--- src/rtl/fwd_hazard_unit.sv ---
// fwd_hazard_unit: RAW operand-forward selects, load-use / no-forward stall control, saturating perf counters.
// Latency: sel_src, hazard_stall and fwd_hit are combinational; FSM state and counters update on the next clk edge.
// Backpressure: accepts none; hazard_stall is the freeze request this block raises toward PC/IF/ID.

`ifndef FORW_SEL_FROM_EXE
`define FORW_SEL_FROM_EXE 2'b01
`endif
`ifndef FORW_SEL_FROM_MEM
`define FORW_SEL_FROM_MEM 2'b10
`endif

module fwd_hazard_unit #(
  parameter int REG_W    = 4,
  parameter int NUM_SRC  = 3,
  parameter int LOAD_LAT = 1,   // total stall cycles per load-use hazard, 1..15
  parameter int CNT_W    = 16
) (
  input  logic                     clk,
  input  logic                     rst,          // synchronous, active-low
  input  logic                     fwd_en,
  input  logic                     flush,
  input  logic                     id_valid,
  input  logic [NUM_SRC*REG_W-1:0] id_src,
  input  logic [NUM_SRC-1:0]       id_src_used,
  input  logic                     exe_wb_en,
  input  logic                     exe_mem_rd,
  input  logic [REG_W-1:0]         exe_dst,
  input  logic                     mem_wb_en,
  input  logic [REG_W-1:0]         mem_dst,
  output logic [2*NUM_SRC-1:0]     sel_src,
  output logic                     hazard_stall,
  output logic                     fwd_hit,
  output logic [CNT_W-1:0]         stall_cnt,
  output logic [CNT_W-1:0]         fwd_cnt
);

  typedef enum logic {
    IDLE    = 1'b0,
    LD_WAIT = 1'b1
  } state_t;

  // LD_WAIT covers the stall cycles after the first one, so it is loaded
  // with LOAD_LAT-2 and leaves when it reaches zero.
  localparam logic [3:0]       WCNT_INIT = (LOAD_LAT > 1) ? 4'(LOAD_LAT - 2) : 4'd0;
  localparam logic [CNT_W-1:0] CNT_MAX   = '1;

  logic [NUM_SRC-1:0] match_exe;
  logic [NUM_SRC-1:0] match_mem;
  logic               load_use;
  logic               raw_nofwd;
  logic               fsm_stall;

  state_t             state_q, state_d;
  logic [3:0]         wcnt_q, wcnt_d;
  logic [CNT_W-1:0]   stall_cnt_q, stall_cnt_d;
  logic [CNT_W-1:0]   fwd_cnt_q, fwd_cnt_d;

  // Compare every live source operand against both in-flight writers.
  always_comb begin
    match_exe = '0;
    match_mem = '0;
    for (int i = 0; i < NUM_SRC; i++) begin
      match_exe[i] = id_valid & id_src_used[i] & exe_wb_en &
                     (exe_dst == id_src[i*REG_W +: REG_W]);
      match_mem[i] = id_valid & id_src_used[i] & mem_wb_en &
                     (mem_dst == id_src[i*REG_W +: REG_W]);
    end
  end

  // Operand mux selects: EXE holds the younger writer so it wins, except a
  // load whose data does not exist yet; then an older MEM match may still apply.
  always_comb begin
    sel_src = '0;
    for (int i = 0; i < NUM_SRC; i++) begin
      if (fwd_en) begin
        if (match_exe[i] && !exe_mem_rd) begin
          sel_src[2*i +: 2] = `FORW_SEL_FROM_EXE;
        end else if (match_mem[i]) begin
          sel_src[2*i +: 2] = `FORW_SEL_FROM_MEM;
        end
      end
    end
  end

  assign fwd_hit   = |sel_src;
  assign load_use  = fwd_en & exe_mem_rd & (|match_exe);
  assign raw_nofwd = !fwd_en & (|(match_exe | match_mem));

  // The FSM contribution is suppressed by flush and by reset in the same
  // cycle, so an abandoned load stall never leaks a stray bubble.
  assign fsm_stall = rst & !flush &
                     (((state_q == IDLE) & load_use) | (state_q == LD_WAIT));

  assign hazard_stall = raw_nofwd | fsm_stall;

  // Load-use wait sequencing; LOAD_LAT==1 never leaves IDLE because the
  // single bubble lets the load reach MEM and forward from there.
  always_comb begin
    state_d = state_q;
    wcnt_d  = wcnt_q;
    case (state_q)
      IDLE: begin
        if (load_use && !flush && (LOAD_LAT > 1)) begin
          state_d = LD_WAIT;
          wcnt_d  = WCNT_INIT;
        end
      end
      LD_WAIT: begin
        if (flush || (wcnt_q == 4'd0)) begin
          state_d = IDLE;
        end else begin
          wcnt_d = wcnt_q - 4'd1;
        end
      end
      default: begin
        state_d = IDLE;
      end
    endcase
  end

  // Saturating event counters; they stick at all-ones rather than wrap.
  always_comb begin
    stall_cnt_d = stall_cnt_q;
    fwd_cnt_d   = fwd_cnt_q;
    if (hazard_stall && (stall_cnt_q != CNT_MAX)) begin
      stall_cnt_d = stall_cnt_q + CNT_W'(1);
    end
    if (fwd_hit && (fwd_cnt_q != CNT_MAX)) begin
      fwd_cnt_d = fwd_cnt_q + CNT_W'(1);
    end
  end

  // State and counter registers with synchronous active-low reset.
  always_ff @(posedge clk) begin
    if (!rst) begin
      state_q     <= IDLE;
      wcnt_q      <= 4'd0;
      stall_cnt_q <= '0;
      fwd_cnt_q   <= '0;
    end else begin
      state_q     <= state_d;
      wcnt_q      <= wcnt_d;
      stall_cnt_q <= stall_cnt_d;
      fwd_cnt_q   <= fwd_cnt_d;
    end
  end

  assign stall_cnt = stall_cnt_q;
  assign fwd_cnt   = fwd_cnt_q;

endmodule

--- config.mk ---
export PLATFORM = sky130hd
export DESIGN_NAME = fwd_hazard_unit
export DESIGN_NICKNAME = d
export VERILOG_FILES = /design/src/rtl/fwd_hazard_unit.sv
export SDC_FILE = /design/constraint.sdc
export NUM_CORES = 1
export LEC_CHECK = 0
export ABC_AREA = 1
export ABC_CLOCK_PERIOD_IN_PS = 2200
export BUFFER_PORTS_ARGS = -buffer_cell sky130_fd_sc_hd__buf_2
export CORE_ASPECT_RATIO = 0.6
export CORE_MARGIN = 1.5
export CORE_UTILIZATION = 55
export CTS_BUF_LIST = sky130_fd_sc_hd__clkbuf_2
export DETAILED_ROUTE_END_ITERATION = 16
export PLACE_DENSITY = 0.82
export SLEW_MARGIN = 5
export SYNTH_ARGS = -nofsm -noshare
export SYNTH_HDL_FRONTEND = slang
export SYNTH_SLANG_ARGS = --single-unit
--- constraint.sdc ---
create_clock -name clk -period 2.2 [get_ports clk]
set_input_delay 0 -clock clk [delete_from_list [all_inputs] [get_ports clk]]
set_output_delay 0 -clock clk [all_outputs]
set_load 0.02 [all_outputs]
==> flow_summary.ini <==
[grt]
grt_resource_usage_total = 0.283
grt_pass1_wl_microns = 11800
grt.busiest_layer = met1
via_count_of_the_first_global_routing_pass = 2542
antenna_found_initial = 0
global_route.overflow_total = 0
grt_start_max_net_pins = 36
groute.layer.met2.usage = 0.380
groute.layer.met3.usage = 0.0667
grt_util_met1 = 0.449

[timing]
period_minus_slack_ns = 1.96
worstMarginPinSlew_ns = 0.359
slew-limit-headroom = 0.760
finalSetupTns_ns = 0
layout_worst_path_cycle_share = 0.890
report.final.slew_viol_count = 0
setup_repair_after_global_routing_missed_its_margin = no
finalSetupViolCount = 0
clock.fmax_ghz = 0.511
timing.final.hold_violations = 0
worst_skew_ns = 0.0267

[synth]
synth.ff_latch_count = 37
seq_area_frac_synth = 0.276
avgSynthCellArea_sq_um = 5.63
instance_count_of_the_mapped_netlist = 476
syn_nets = 510
synth.lib_cells_used.distinct = 28
synthMuxAreaShare = 0
xor_xnor_portion_of_the_synthesized_cell_area = 0.0131
fraction_of_the_mapped_netlist_area_in_compound_gates = 0.0789
yosysWarnings = 0
largest_family_of_logic_cells_by_synthesized_area = simple AND/OR/NAND/NOR gates
post-synth-top-area-fraction = 0.276
synth_simple_gate_area_frac = 0.487
mappedNetlistArea_sq_um = 2680
post_synth_fa_ha_maj_area_fraction = 0.0140
synth_top_cell_by_area = dfxtp_1
yosys-top-cells-area = dfxtp_1 (28%), nand2_1 (21%), nor2_1 (11%)

[setup_path]
crit_path_start_kind = flop
worst-endpoint-required_ns = 2.53
r2r_end = fwd_cnt[5]
regToRegStartpoint = fwd_cnt[0]
critPathCaptureType = flop
crit_start = fwd_cnt[0]
critical_path.cell_chain = ha_1 > nand2_1 > nor3_2 > nand2_1 > nor2_2 > nand2_2 > clkinv_1 > nor3_1 > nand2_2 > nand2_1 > nand2_1 > nor2_2
crit_top_cell = nand2_1
cpPeakStageDelay_ns = 0.44
criticalPathCategory = reg2reg
data_arrival_critical_path_ns = 2.29
worst_path_max_delay_cell = dfxtp_1
crit_path_max_fanout = 10
worst_setup_path_endpoint = fwd_cnt[5]
worst-r2r-setup-slack_ns = 0.24
worstRegToRegCells = 12

[power_and_ir_drop]
cell_internal_power_uw = 937
worst_vdd_ir_mv = 0.317
power.share.switching = 0.290
p_leak_uw = 0.00179
clock_power_share = 0.338
pwr-share-seq = 0.513
combinationalPowerShare = 0.149
switching_power_uw = 382
power_per_cell_area_nw_per_um2 = 420

[drt]
detailed_routing_iterations_pass_1 = 5
postRouteAntennaNets = 0
drt-vias-per-instance = 5.05
route.vias.total = 3083
finalWirelength_microns = 7180
drc = 0
dr.first_iter.drc_count = 276
post_drt_wl_per_cell_microns = 11.7

[floorplan]
core_outline_area_sq_um = 4640
ios = 71
fp.dieH_microns = 57.1
die_wd_microns = 93.1
floorplan.initialDensity = 0.578
row_count = 19
dieArea_sq_um = 5320

[finish]
final_layout_size_suffix_gt1_frac = 0.170
final_area_sq_um = 3140
syn_to_final_growth_pct = 17.2
antenna-diode-count = 0
num-nets-final = 581
num-fill-cells = 435

[clock_network]
cts_max_level = 2
cts-root-buf = clkbuf_2
cts_tree = built
clkSlewWorstSetupHoldPaths_ns = 0.22
clk_path_buf_depth = 2
postcts_setup_bufs = 0
cts_num_sinks = 37
clock_latency_ns = 0.40
cts_buffers = 5

[placed_design]
place.port_buffers = 70
placement.cell_area_sq_um = 3040
dp_hpwl_microns = 5610
gp_congestion = 0.958

[job]
count_of_max_cap_constraint_violations = 0

[run_status]
outcome = finished clean

[min_path]
hold_path.class = in2reg
[final cells by class]
cell class	instances	area [sq um]	share of cell area
multi-input combinational	356	1590	0.506
sequential	37	741	0.236
timing repair buffer	74	388	0.123
inverter	73	274	0.0872
tap	63	78.8	0.0251
clock inverter	3	46.3	0.0147
clock buffer	5	25.0	0.00796
[routing by layer]
layer  routed length [microns]  share of wire  vias to the layer above
met2                      2690           0.37                      109
met3                       543          0.076                        6
li1                          -              -                     1622
met4                        47         0.0065                        0
met5                         0              0                        -
met1                      3890           0.54                     1346
[layout by cell type, fill, tap and decap left out, types with 2 or more instances in the layout]
master / n
nand2_1: 152
nor2_1: 76
inv_1: 71
buf_2: 70
nand3_1: 51
dfxtp_1: 37
a21oi_1: 36
nand4_1: 9
nor3_1: 5
clkbuf_2: 5
xnor2_1: 4
nor2_2: 4
nand2_2: 4
ha_1: 3
dlygate4sd3_1: 3
o21ai_0: 2
nand2_4: 2
nand3b_1: 2
[worst min path at each step]
stage,from,end,slack [ns],cells past startpoint
6_report,fwd_en,stall_cnt[9],0.42,6
3_3_place_gp,rst,state_q,0.29,3
3_5_place_dp,rst,state_q,0.32,3
2_1_floorplan,fwd_en,sel_src[0],0.17,2
4_1_cts,fwd_en,stall_cnt[9],0.37,6
5_1_grt,fwd_en,stall_cnt[5],0.43,6
[Yosys cell counts, drive strengths merged]
| master | number |
|---|---|
| a21oi | 36 |
| and3 | 1 |
| buf | 8 |
| clkbuf | 2 |
| clkinv | 1 |
| dfxtp | 37 |
| ha | 3 |
| inv | 72 |
| nand2 | 158 |
| nand3 | 52 |
| nand3b | 2 |
| nand4 | 9 |
| nor2 | 80 |
| nor3 | 6 |
| o21a | 1 |
| o21ai | 4 |
| xnor2 | 4 |
[timing repair]
item,CTS,global route
hold buffers,3,0
endpoints found under the setup margin,0,0
hold endpoints to repair,2,0
gates resized for setup,0,0
[power by group through the flow]
stage	clock, uW	sequential (uW)	combinational [uW]
after floorplan	0	692	118
after global placement	0	690	186
after detailed placement	0	690	189
after CTS	456	677	193
after global routing	488	678	226
final	445	677	197
[kinds of logic after synthesis]
logic type      Yosys count
flops                    37
buf+inv                  83
xor+xnor                  4
simple gates            308
compound gates           41
fa+ha+maj                 3
[registers in the layout, summed over array words and instances (netlist names)]
signal     cells
stall_cnt     16
wcnt_q         4
fwd_cnt       16
state_q        1
[metrics by stage]
stage | hold WS, ns | total power [uW] | util | setup slack [ns] | cells
after floorplan | 0.173 | 810 | - | 0.440 | 476
after global placement | 0.291 | 876 | 0.656 | 0.433 | 600
after detailed placement | 0.318 | 879 | 0.656 | 0.305 | 600
after CTS | 0.372 | 1330 | 0.678 | 0.275 | 611
after global routing | 0.434 | 1390 | 0.678 | 0.0426 | 611
final | 0.425 | 1320 | 0.678 | 0.242 | 611
[worst max-delay path, delay by kind of cell (launching register included)]
family / cells / cell delay, ns
and+or+nand+nor: 10 / 1.09
DFF: 1 / 0.44
adders and majority gates: 1 / 0.20
buffers and inverters: 1 / 0.16
Note: power is estimated with default switching activity, not from simulation.
